--- src/rtl/map_pkg.sv ---
// Shared definitions for the tile-map access sequencer: map geometry and fill-engine states.
package map_pkg;

    localparam int MAP_ROW_BITS  = 5;
    localparam int MAP_COL_BITS  = 5;
    localparam int MAP_TILE_BITS = 8;
    localparam int MAP_ROWS      = 1 << MAP_ROW_BITS;
    localparam int MAP_COLS      = 1 << MAP_COL_BITS;

    typedef enum logic [1:0] {
        FILL_IDLE = 2'b00,
        FILL_RUN  = 2'b01,
        FILL_DONE = 2'b10
    } fill_state_e;

endpackage

--- src/rtl/map_fill_walker.sv ---
// Rectangle walker for the fill engine: latches and clamps the rectangle, steps row-major
// offsets when not held, and produces the toroidally wrapped cell address plus a last-cell flag.
module map_fill_walker
    import map_pkg::*;
#(
    parameter int ROW_BITS = MAP_ROW_BITS,
    parameter int COL_BITS = MAP_COL_BITS
) (
    input  logic                clock,
    input  logic                reset,
    input  logic                load,
    input  logic                run,
    input  logic                hold,
    input  logic [ROW_BITS-1:0] start_row,
    input  logic [COL_BITS-1:0] start_col,
    input  logic [COL_BITS:0]   width,
    input  logic [ROW_BITS:0]   height,
    output logic [ROW_BITS-1:0] cell_row,
    output logic [COL_BITS-1:0] cell_col,
    output logic                last_cell,
    output logic                empty
);

    localparam logic [COL_BITS:0]   MAX_W = {1'b1, {COL_BITS{1'b0}}};
    localparam logic [ROW_BITS:0]   MAX_H = {1'b1, {ROW_BITS{1'b0}}};
    localparam logic [COL_BITS:0]   ONE_W = {{COL_BITS{1'b0}}, 1'b1};
    localparam logic [ROW_BITS:0]   ONE_H = {{ROW_BITS{1'b0}}, 1'b1};
    localparam logic [COL_BITS-1:0] ONE_C = {{(COL_BITS-1){1'b0}}, 1'b1};
    localparam logic [ROW_BITS-1:0] ONE_R = {{(ROW_BITS-1){1'b0}}, 1'b1};

    logic [ROW_BITS-1:0] base_row_r;
    logic [COL_BITS-1:0] base_col_r;
    logic [COL_BITS:0]   width_r;
    logic [ROW_BITS:0]   height_r;
    logic [ROW_BITS-1:0] r_r;
    logic [COL_BITS-1:0] c_r;
    logic                c_end_s;
    logic                r_end_s;

    // Address adders wrap naturally at the index width, giving the toroidal walk
    always_comb begin
        c_end_s   = ({1'b0, c_r} == (width_r - ONE_W));
        r_end_s   = ({1'b0, r_r} == (height_r - ONE_H));
        last_cell = c_end_s & r_end_s;
        empty     = (width == {(COL_BITS+1){1'b0}}) | (height == {(ROW_BITS+1){1'b0}});
        cell_row  = base_row_r + r_r;
        cell_col  = base_col_r + c_r;
    end

    // Rectangle latch (clamped so no cell is visited twice) and row-major offset counters
    always_ff @(posedge clock) begin
        if (reset) begin
            base_row_r <= {ROW_BITS{1'b0}};
            base_col_r <= {COL_BITS{1'b0}};
            width_r    <= {(COL_BITS+1){1'b0}};
            height_r   <= {(ROW_BITS+1){1'b0}};
            r_r        <= {ROW_BITS{1'b0}};
            c_r        <= {COL_BITS{1'b0}};
        end else if (load) begin
            base_row_r <= start_row;
            base_col_r <= start_col;
            width_r    <= (width > MAX_W) ? MAX_W : width;
            height_r   <= (height > MAX_H) ? MAX_H : height;
            r_r        <= {ROW_BITS{1'b0}};
            c_r        <= {COL_BITS{1'b0}};
        end else if (run && !hold) begin
            if (c_end_s) begin
                c_r <= {COL_BITS{1'b0}};
                r_r <= r_r + ONE_R;
            end else begin
                c_r <= c_r + ONE_C;
            end
        end
    end

endmodule

--- src/rtl/map_access_sequencer.sv ---
// Owns the CPU-side port of the tile map RAM, arbitrating CPU accesses (strict priority) against
// the rectangle-fill engine. Optional MAP_SEQ_FILL_INCR_EN adds an incrementing-tile fill mode.
module map_access_sequencer
    import map_pkg::*;
#(
    parameter int ROW_BITS  = MAP_ROW_BITS,
    parameter int COL_BITS  = MAP_COL_BITS,
    parameter int TILE_BITS = MAP_TILE_BITS
) (
    input  logic                 clock,
    input  logic                 reset,
    input  logic                 cpu_req,
    input  logic                 cpu_write,
    input  logic [ROW_BITS-1:0]  cpu_row,
    input  logic [COL_BITS-1:0]  cpu_col,
    input  logic [TILE_BITS-1:0] cpu_data_in,
    output logic [TILE_BITS-1:0] cpu_data_out,
    output logic                 cpu_ack,
    input  logic                 fill_start,
    input  logic [ROW_BITS-1:0]  fill_row,
    input  logic [COL_BITS-1:0]  fill_col,
    input  logic [COL_BITS:0]    fill_width,
    input  logic [ROW_BITS:0]    fill_height,
    input  logic [TILE_BITS-1:0] fill_tile,
`ifdef MAP_SEQ_FILL_INCR_EN
    input  logic                 fill_incr,
`endif
    output logic                 fill_busy,
    output logic                 fill_done,
    output logic                 map_cs,
    output logic                 map_read,
    output logic                 map_write,
    output logic [ROW_BITS-1:0]  map_row,
    output logic [COL_BITS-1:0]  map_col,
    output logic [TILE_BITS-1:0] map_data_out,
    input  logic [TILE_BITS-1:0] map_data_in
);

    fill_state_e          state_r;
    fill_state_e          state_s;
    logic                 pend_r;
    logic                 rd_pend_r;
    logic                 accept_s;
    logic                 fill_wr_s;
    logic                 walk_load_s;
    logic                 walk_run_s;
    logic                 last_s;
    logic                 empty_s;
    logic [ROW_BITS-1:0]  cell_row_s;
    logic [COL_BITS-1:0]  cell_col_s;
    logic [TILE_BITS-1:0] tile_r;

    map_fill_walker #(
        .ROW_BITS (ROW_BITS),
        .COL_BITS (COL_BITS)
    ) u_walker (
        .clock     (clock),
        .reset     (reset),
        .load      (walk_load_s),
        .run       (walk_run_s),
        .hold      (accept_s),
        .start_row (fill_row),
        .start_col (fill_col),
        .width     (fill_width),
        .height    (fill_height),
        .cell_row  (cell_row_s),
        .cell_col  (cell_col_s),
        .last_cell (last_s),
        .empty     (empty_s)
    );

    // Arbitration and fill next-state; a pending ack blocks re-accepting the same held request
    always_comb begin
        accept_s    = cpu_req & ~pend_r;
        walk_run_s  = (state_r == FILL_RUN);
        fill_wr_s   = 1'b0;
        walk_load_s = 1'b0;
        state_s     = state_r;
        case (state_r)
            FILL_IDLE: begin
                if (fill_start) begin
                    walk_load_s = 1'b1;
                    if (empty_s) begin
                        state_s = FILL_DONE;
                    end else begin
                        state_s = FILL_RUN;
                    end
                end else begin
                    state_s = FILL_IDLE;
                end
            end
            FILL_RUN: begin
                if (!accept_s) begin
                    fill_wr_s = 1'b1;
                    if (last_s) begin
                        state_s = FILL_DONE;
                    end else begin
                        state_s = FILL_RUN;
                    end
                end else begin
                    state_s = FILL_RUN;
                end
            end
            FILL_DONE: state_s = FILL_IDLE;
            default:   state_s = FILL_IDLE;
        endcase
    end

    // Registered map port, CPU handshake and fill status
    always_ff @(posedge clock) begin
        if (reset) begin
            state_r      <= FILL_IDLE;
            pend_r       <= 1'b0;
            rd_pend_r    <= 1'b0;
            cpu_ack      <= 1'b0;
            cpu_data_out <= {TILE_BITS{1'b0}};
            fill_busy    <= 1'b0;
            fill_done    <= 1'b0;
            map_cs       <= 1'b0;
            map_read     <= 1'b0;
            map_write    <= 1'b0;
            map_row      <= {ROW_BITS{1'b0}};
            map_col      <= {COL_BITS{1'b0}};
            map_data_out <= {TILE_BITS{1'b0}};
        end else begin
            state_r   <= state_s;
            pend_r    <= accept_s;
            rd_pend_r <= accept_s & ~cpu_write;
            cpu_ack   <= pend_r;
            if (rd_pend_r) begin
                cpu_data_out <= map_data_in;
            end
            // Busy stays up through the last-write cycle so it drops as done rises
            fill_busy <= (state_s == FILL_RUN) | (state_r == FILL_RUN);
            fill_done <= (state_r == FILL_DONE);
            if (accept_s) begin
                map_cs       <= 1'b1;
                map_read     <= ~cpu_write;
                map_write    <= cpu_write;
                map_row      <= cpu_row;
                map_col      <= cpu_col;
                map_data_out <= cpu_data_in;
            end else if (fill_wr_s) begin
                map_cs       <= 1'b1;
                map_read     <= 1'b0;
                map_write    <= 1'b1;
                map_row      <= cell_row_s;
                map_col      <= cell_col_s;
                map_data_out <= tile_r;
            end else begin
                map_cs       <= 1'b0;
                map_read     <= 1'b0;
                map_write    <= 1'b0;
            end
        end
    end

`ifdef MAP_SEQ_FILL_INCR_EN
    localparam logic [TILE_BITS-1:0] TILE_ONE = {{(TILE_BITS-1){1'b0}}, 1'b1};
    logic incr_r;

    // Fill tile source; in increment mode it steps after every fill write
    always_ff @(posedge clock) begin
        if (reset) begin
            tile_r <= {TILE_BITS{1'b0}};
            incr_r <= 1'b0;
        end else if (walk_load_s) begin
            tile_r <= fill_tile;
            incr_r <= fill_incr;
        end else if (fill_wr_s && incr_r) begin
            tile_r <= tile_r + TILE_ONE;
        end
    end
`else
    // Fill tile source, constant for the whole rectangle
    always_ff @(posedge clock) begin
        if (reset) begin
            tile_r <= {TILE_BITS{1'b0}};
        end else if (walk_load_s) begin
            tile_r <= fill_tile;
        end
    end
`endif

endmodule

--- config.mk ---
export PLATFORM = sky130hd
export DESIGN_NAME = map_access_sequencer
export DESIGN_NICKNAME = d
export VERILOG_FILES = /design/src/rtl/map_pkg.sv /design/src/rtl/map_fill_walker.sv /design/src/rtl/map_access_sequencer.sv
export SDC_FILE = /design/constraint.sdc
export NUM_CORES = 1
export LEC_CHECK = 0
export ABC_AREA = 1
export BUFFER_PORTS_ARGS = -buffer_cell sky130_fd_sc_hd__buf_2
export CAP_MARGIN = 10
export CORE_MARGIN = 4
export CORE_UTILIZATION = 49
export CTS_BUF_LIST = sky130_fd_sc_hd__clkbuf_4
export DETAILED_ROUTE_END_ITERATION = 10
export PLACE_DENSITY_LB_ADDON = 0.12
export SETUP_SLACK_MARGIN = 0.1
export SLEW_MARGIN = 10
export SYNTH_ARGS = -nofsm -noshare
export SYNTH_HDL_FRONTEND = slang
export SYNTH_SLANG_ARGS = --single-unit
--- constraint.sdc ---
create_clock -name clock -period 1.5 [get_ports clock]
set_input_delay 0.15 -clock clock [delete_from_list [all_inputs] [get_ports clock]]
set_output_delay 0.15 -clock clock [all_outputs]
set_load 0.02 [all_outputs]
==> results of run 1 <==
[sequential cells by signal, indices dropped and copies added, names as in the netlist, 2 cells and up]
signal and cells:
cpu_data_out 8, map_data_out 8, tile_r 8, u_walker.height_r 6, u_walker.width_r 6, map_col 5, map_row 5, u_walker.base_col_r 5
u_walker.base_row_r 5, u_walker.c_r 5, u_walker.r_r 5, state_r 2
[critical path, delay by kind of cell, from the launching register on]
kind / cells / cell delay [ps]
and+or+nand+nor: 5 / 560
DFF: 1 / 380
adders and majority gates: 1 / 250
buffers and inverters: 3 / 170
xor gates and xnor gates: 1 / 170
[synth_stat cells, types with 2 or more instances]
library cell and number:
sky130_fd_sc_hd__nand3b_1 2, sky130_fd_sc_hd__o32ai_1 2, sky130_fd_sc_hd__inv_2 4, sky130_fd_sc_hd__xor2_1 11, sky130_fd_sc_hd__nand2_1 145, sky130_fd_sc_hd__o22ai_1 4
sky130_fd_sc_hd__nand3_1 48, sky130_fd_sc_hd__inv_1 44, sky130_fd_sc_hd__nand4_1 10, sky130_fd_sc_hd__dfxtp_1 76, sky130_fd_sc_hd__buf_2 7, sky130_fd_sc_hd__o21ai_0 21
sky130_fd_sc_hd__buf_1 2, sky130_fd_sc_hd__clkbuf_1 5, sky130_fd_sc_hd__a21oi_1 11, sky130_fd_sc_hd__fa_1 2, sky130_fd_sc_hd__xnor2_1 2, sky130_fd_sc_hd__nor2_4 3
sky130_fd_sc_hd__ha_1 12, sky130_fd_sc_hd__nor2_1 45, sky130_fd_sc_hd__a31oi_1 17, sky130_fd_sc_hd__nor3_1 3
[power breakdown]
group | switching (mW) | internal [mW]
combinational | 0.459 | 0.376
sequential | 0.0648 | 2.12
clock | 0.731 | 0.501
total | 1.25 | 3.00
[final cells by class]
cell class	instances	area [um^2]
Multi-Input combinational cell	347	1910
Fill cell	559	1810
Sequential cell	76	1540
Timing Repair Buffer	172	1200
Inverter	49	189
Tap cell	96	120
Clock buffer	9	67.6
Clock inverter	7	66.3
[layer usage]
metal  GRT usage, %  part of all wire [%]
met1           29.0                    42
met2           43.2                    51
met3           4.63                   5.1
met4           8.55                   1.3
met5              0                     0
[through the flow]
| step | util [%] | std cells |
|---|---|---|
| after CTS | 71.8 | 748 |
| after global routing | 73.8 | 756 |
| after global placement | 61.8 | 680 |
| after detailed placement | 61.8 | 680 |
| final | 73.8 | 756 |
| after floorplan | - | 486 |
[logic make-up (layout without fill, tap and decap cells)]
group                    count (synthesis)  count (layout)
buffers and inverters                   64             237
flip-flops                              76              76
adder cells (fa/ha/maj)                 14              14
AO/OA/AOI/OAI                           57              57
AND/OR/NAND/NOR                        262             263
XOR/XNOR                                13              13
[what timing repair did]
item | in CTS | in global routing
buffers inserted | 1 | 7
hold endpoints to repair | 51 | 0
gates resized for setup | 11 | 18
hold buffers | 51 | 0
endpoints found under the setup margin | 15 | 31
gates cloned | 0 | 1
pin swaps | 3 | 14
[path summary, 6_finish.rpt]
kind	end	cells past startpoint	startpoint
setup / recovery	state_r[0]$_SDFF_PP0_	10	u_walker.width_r[0]$_SDFFE_PP0P_
setup reg to reg	state_r[0]$_SDFF_PP0_	10	u_walker.width_r[0]$_SDFFE_PP0P_
hold reg to reg	tile_r[4]$_SDFFE_PP0P_	2	tile_r[4]$_SDFFE_PP0P_
hold / removal	u_walker.width_r[1]$_SDFFE_PP0P_	3	fill_width[1]
==> impl_metrics.tcl, run 1 <==
set metrics [dict create \
    outcome "complete, but fails checks" \
    violations "negative setup slack" \
    crit_top_cell "sky130_fd_sc_hd__nand3_2" \
    route.detailed.drc 0 \
    antenna_violations_before_repair 0 \
    worst_skew_pair.late_latency_ps 410 \
    design.final.nets 730 \
    floorplan.initialDensity_pct 51.2 \
    wire_length_of_the_first_global_routing_pass_um 16800 \
    finish.instance_area_mm2 0.00510 \
    post_drt_via_cell_ratio 5.09 \
    syn_nets 561 \
    cp_data_required_time_ps 1820 \
    netlist_area_mm2 0.00353 \
    place_ws_ps -28.8 \
    post_route_cells_drive_above_1_share_pct 28.5 \
    syn-mean-instance-area_um2 7.27 \
    gate_count_after_technology_mapping 486 \
    layout_common_cells "sky130_fd_sc_hd__nand2_1, sky130_fd_sc_hd__buf_2, sky130_fd_sc_hd__dfxtp_1" \
    finalHoldViolCount 0 \
    grt_pass1_vias 3752 \
    worst_slew_pin_slew_ps 297 \
    root_buffer_cell "sky130_fd_sc_hd__clkbuf_4" \
    placed_area_mm2 0.00427 \
    via_count 3848 \
    worstSetupPathType "reg2reg" \
    worst_setup_path_start_kind "flip-flop" \
    finalCritPeriodShare_pct 109 \
    grt_overflow 0 \
    cts_tree "done" \
    synthSimpleGateAreaFrac_pct 32.0 \
    timing.max_cap.violations 0 \
    power.density_cell_area_mw_per_mm2 835 \
    worst_clock_skew_ps 11.6 \
    setup_repair_after_global_routing_missed_its_margin "true" \
    max_clock_freq_mhz 612 \
    synth_enable_flop_cells 0 \
    ctsLongestPathBuffers 2 \
    synth_top_family_by_area "simple AND/OR/NAND/NOR gates" \
    synth_async_sr_flop_share_pct 0 \
    peakVddDrop_mv 0.604 \
    worst_ep_arrival_time_ps 1960 \
    grt_util_all_layers_pct 24.3 \
    htreeDepth 3 \
    leakagePower_nw 2.42 \
    crit_path_cell_trace "inv_4 > ha_4 > xor2_1 > nand3_2 > nor2_4 > nand2_2 > inv_2 > nand3_2 > nand2_1 > inv_1" \
    grt_start_max_net_pins 20 \
    clock-sinks 76 \
    finalHoldWorstSlack_ps 19.3 \
    finalSetupTns_ps -1100 \
    io_buffers 92 \
    holdCritPathClass "in2reg" \
    timing.final.ws_setup_ps -134 \
    synthDominantAreaCellType "sky130_fd_sc_hd__dfxtp_1" \
    antennaDiodeCount 0 \
    biggest_fanout_along_the_worst_timing_path 5 \
    chipWidth_um 92.9 \
    endpoint_kind_of_the_worst_setup_timing_path "flip-flop" \
    timing.critical_path.slowest_cell_delay_ps 380 \
    routed_wl_um 10400 \
    yosys_warnings 0 \
    drt_pre_antenna_iters 6 \
    maxSlewViolCount 0 \
    die_height_um 92.9 \
    clock_pin_slew_of_the_registers_on_the_worst_case_setup_and_hold_paths_ps 130 \
    core_mm2 0.00691 \
    synth.top_cell.area_share_pct 43.0 \
    leading_post_synthesis_cells_by_cell_area "sky130_fd_sc_hd__dfxtp_1, sky130_fd_sc_hd__nand2_1, sky130_fd_sc_hd__nand3_1" \
    hpwlAfterDp_um 6710 \
    gpl.final_weighted_congestion 0.853 \
    final_common_cell "sky130_fd_sc_hd__nand2_1" \
    register_area_share_after_synthesis_pct 43.0 \
    postRouteAntennaNets 0 \
    first_iter_violations 188 \
    synth_adder_area_share_pct 5.38 \
    areaGrowthSynthToFinish_pct 44.2 \
    critical-path-slowest-cell "sky130_fd_sc_hd__dfxtp_2" \
    rows 30 \
    dieArea_mm2 0.00864 \
    io_pins 93 \
    final_total_pwr_mw 4.26 \
    slew-limit-headroom_pct 80.2 \
    synth_seq_cells 76 \
    setup.reg_to_reg.worst_slack_ps -130 \
    wire_per_inst_um 13.8 \
    synth_compound_gate_area_share_pct 9.17 \
    post_synth_mux_area_share_pct 0 \
    dominantRegCellSynth "sky130_fd_sc_hd__dfxtp_1" \
    cts-buffers-inserted 9 \
    setup-violations-final 13 \
    yosys.area_share.xor_xnor_pct 3.22 \
    final.min_clock_period_ps 1630 \
    netlist-cell-type-count 32 \
]
(Power assumes the default switching activity.)
==> run 2, diff against run 1 <==
- CORE_MARGIN: 4 -> not set
- CORE_UTILIZATION: 49 -> 55
- clock period: 1.5 -> 1.7 ns (I/O delays scaled with it)
==> run 2 against run 1 <==
  * The run now ends clean
  * Largest power group unchanged
  * Sequential cell count is the same
  * Critical path depth fell by 1
  * Via count shrank 2.6%
  * Sequential share of layout area grew 2.1 points
  * Clock skew rose by 7.7 ps
  * Sequential power down 12%
  * Clock power barely moved
  * Register-to-register slack improved by 240 ps
  * Total power shrank 11%
  * Utilization increased by 4.8 points
  * Global-route usage rose by 4.0 points
==> impl_metrics.tcl, run 2 (synthesized netlist as in run 1, its figures left out) <==
set metrics [dict create \
    peakVddDrop_mv 0.621 \
    post_route_cells_drive_above_1_share_pct 25.6 \
    switchingPower_mw 1.07 \
    chipWidth_um 82.2 \
    final.min_clock_period_ps 1590 \
    r2r_cells 9 \
    outcome "finished, final reports clean" \
    holdCritStartpoint "cpu_col[3]" \
    multi_input_comb_area_mm2 0.00183 \
    grt_pass1_vias 3476 \
    sequentialPowerShare_pct 50.7 \
    finish.utilization_pct 78.6 \
    leakagePower_nw 2.30 \
    rows 28 \
    hold_path_cells 3 \
    worst_setup_path_start_kind "flip-flop" \
    endpoint_kind_of_the_worst_setup_timing_path "flip-flop" \
    io_pins 93 \
    grt_overflow 0 \
    n_fill_cell 433 \
    drt_pre_antenna_iters 6 \
    htreeDepth 3 \
    die_height_um 82.2 \
    post_drt_via_cell_ratio 5.29 \
    gr-usage-met2_pct 50.4 \
    finalSetupTns_ps 0 \
    worst_slew_pin_slew_ps 346 \
    worst_ep_arrival_time_ps 1890 \
    design.final.nets 704 \
    setup_repair_after_global_routing_missed_its_margin "true" \
    setup.reg_to_reg.worst_slack_ps 110 \
    seq_area_mm2 0.00153 \
    r2r_path_start "u_walker.width_r[1]$_SDFFE_PP0P_" \
    grt_util_all_layers_pct 28.2 \
    cts-buffers-inserted 9 \
    via_count 3749 \
    holdCritPathClass "in2reg" \
    postRouteAntennaNets 0 \
    areaGrowthSynthToFinish_pct 34.7 \
    layout_common_cells "sky130_fd_sc_hd__nand2_1, sky130_fd_sc_hd__buf_2, sky130_fd_sc_hd__dfxtp_1" \
    internal_power_mw 2.74 \
    timing.rr.end "u_walker.r_r[0]$_SDFFE_PP0P_" \
    gpl.final_weighted_congestion 0.838 \
    io_buffers 92 \
    setup-violations-final 0 \
    hpwlAfterDp_um 6200 \
    clock-sinks 76 \
    final_common_cell "sky130_fd_sc_hd__nand2_1" \
    max_clock_freq_mhz 629 \
    timing.max_cap.violations 0 \
    top_usage_layer "met2" \
    worstSetupPathType "reg2reg" \
    core_mm2 0.00606 \
    switching_share_pct 28.1 \
    wire_length_of_the_first_global_routing_pass_um 14700 \
    first_iter_violations 238 \
    cp_data_required_time_ps 2000 \
    worst_skew_pair.late_latency_ps 420 \
    antennaDiodeCount 0 \
    ctsLongestPathBuffers 2 \
    finalCritPeriodShare_pct 93.5 \
    min_delay_worst_endpoint "map_col[3]$_SDFFE_PP0P_" \
    largest_registers "cpu_data_out: 8 flops, map_data_out: 8 flops, tile_r: 8 flops" \
    global_route.usage.met3_pct 4.95 \
    combPwrFrac_pct 17.2 \
    route.detailed.drc 0 \
    wire_per_inst_um 13.2 \
    biggest_fanout_along_the_worst_timing_path 4 \
    clock_power_share_pct 32.1 \
    power.density_cell_area_mw_per_mm2 800 \
    routed_wl_um 9330 \
    worst_clock_skew_ps 19.3 \
    slew-limit-headroom_pct 76.9 \
    antenna_violations_before_repair 0 \
    grt_start_max_net_pins 21 \
    global_route.usage.met1_pct 33.3 \
    dieArea_mm2 0.00675 \
    root_buffer_cell "sky130_fd_sc_hd__clkbuf_4" \
    maxSlewViolCount 0 \
    cts_tree "done" \
    floorplan.initialDensity_pct 58.3 \
    clock_pin_slew_of_the_registers_on_the_worst_case_setup_and_hold_paths_ps 140 \
    final_total_pwr_mw 3.81 \
    finalHoldViolCount 0 \
]
==> run 2: critical path: stages (launching register included) <==
cell and delay (ps):
sky130_fd_sc_hd__dfxtp_2 360, sky130_fd_sc_hd__inv_2 50, sky130_fd_sc_hd__ha_4 250, sky130_fd_sc_hd__xor2_1 130
sky130_fd_sc_hd__nand3_1 130, sky130_fd_sc_hd__nor2_4 220, sky130_fd_sc_hd__buf_6 140, sky130_fd_sc_hd__nand4_1 90
sky130_fd_sc_hd__nand2_1 80, sky130_fd_sc_hd__nor2_1 30
==> run 2: layout make-up <==
| class | instances | area share (%) |
|---|---|---|
| Timing Repair Buffer | 146 | 20.2 |
| Inverter | 49 | 3.86 |
| Clock buffer | 9 | 1.42 |
| Tap cell | 75 | 1.97 |
| Clock inverter | 7 | 1.92 |
| Multi-Input combinational cell | 347 | 38.5 |
| Sequential cell | 76 | 32.2 |
==> run 2: timing repair <==
item,CTS,global route
pin swaps,2,11
hold buffers,34,2
buffers inserted,1,2
endpoints found under the hold margin,36,2
cloned,0,1
endpoints found under the setup margin,13,26
gates resized for setup,8,21
==> run 2: stage by stage <==
stage               cell area [um^2]  std cells  setup slack [ps]  hold WS (ps)
global placement                4130        653              98.3           369
global route                    4760        709             -1.60          5.54
CTS                             4650        704               106          1.73
detailed placement              4130        653              23.6           371
finish                          4760        709               110          5.22
floorplan                       3530        486               113           249
==> run 2: power groups by stage <==
stage / sequential, mW / combinational [mW] / clock [mW]
floorplan: 2.01 / 0.306 / 0
global route: 1.94 / 0.725 / 1.32
CTS: 1.93 / 0.628 / 1.23
detailed placement: 1.96 / 0.567 / 0
finish: 1.93 / 0.655 / 1.22
global placement: 1.96 / 0.552 / 0
==> run 2: worst max path at each step <==
stage / from / to
global placement: u_walker.width_r[0]$_SDFFE_PP0P_ / state_r[0]$_SDFF_PP0_
CTS: u_walker.width_r[0]$_SDFFE_PP0P_ / u_walker.r_r[0]$_SDFFE_PP0P_
finish: u_walker.width_r[1]$_SDFFE_PP0P_ / u_walker.r_r[0]$_SDFFE_PP0P_
detailed placement: u_walker.width_r[0]$_SDFFE_PP0P_ / state_r[0]$_SDFF_PP0_
global route: u_walker.r_r[0]$_SDFFE_PP0P_ / map_row[4]$_SDFFE_PP0P_
floorplan: u_walker.r_r[0]$_SDFFE_PP0P_ / map_row[4]$_SDFFE_PP0P_
==> run 2: routing by layer <==
metal | up-vias | part of all wire (%)
met2 | 152 | 50
met5 | - | 0
li1 | 1876 | -
met1 | 1703 | 43
met3 | 18 | 5.6
met4 | 0 | 1.8
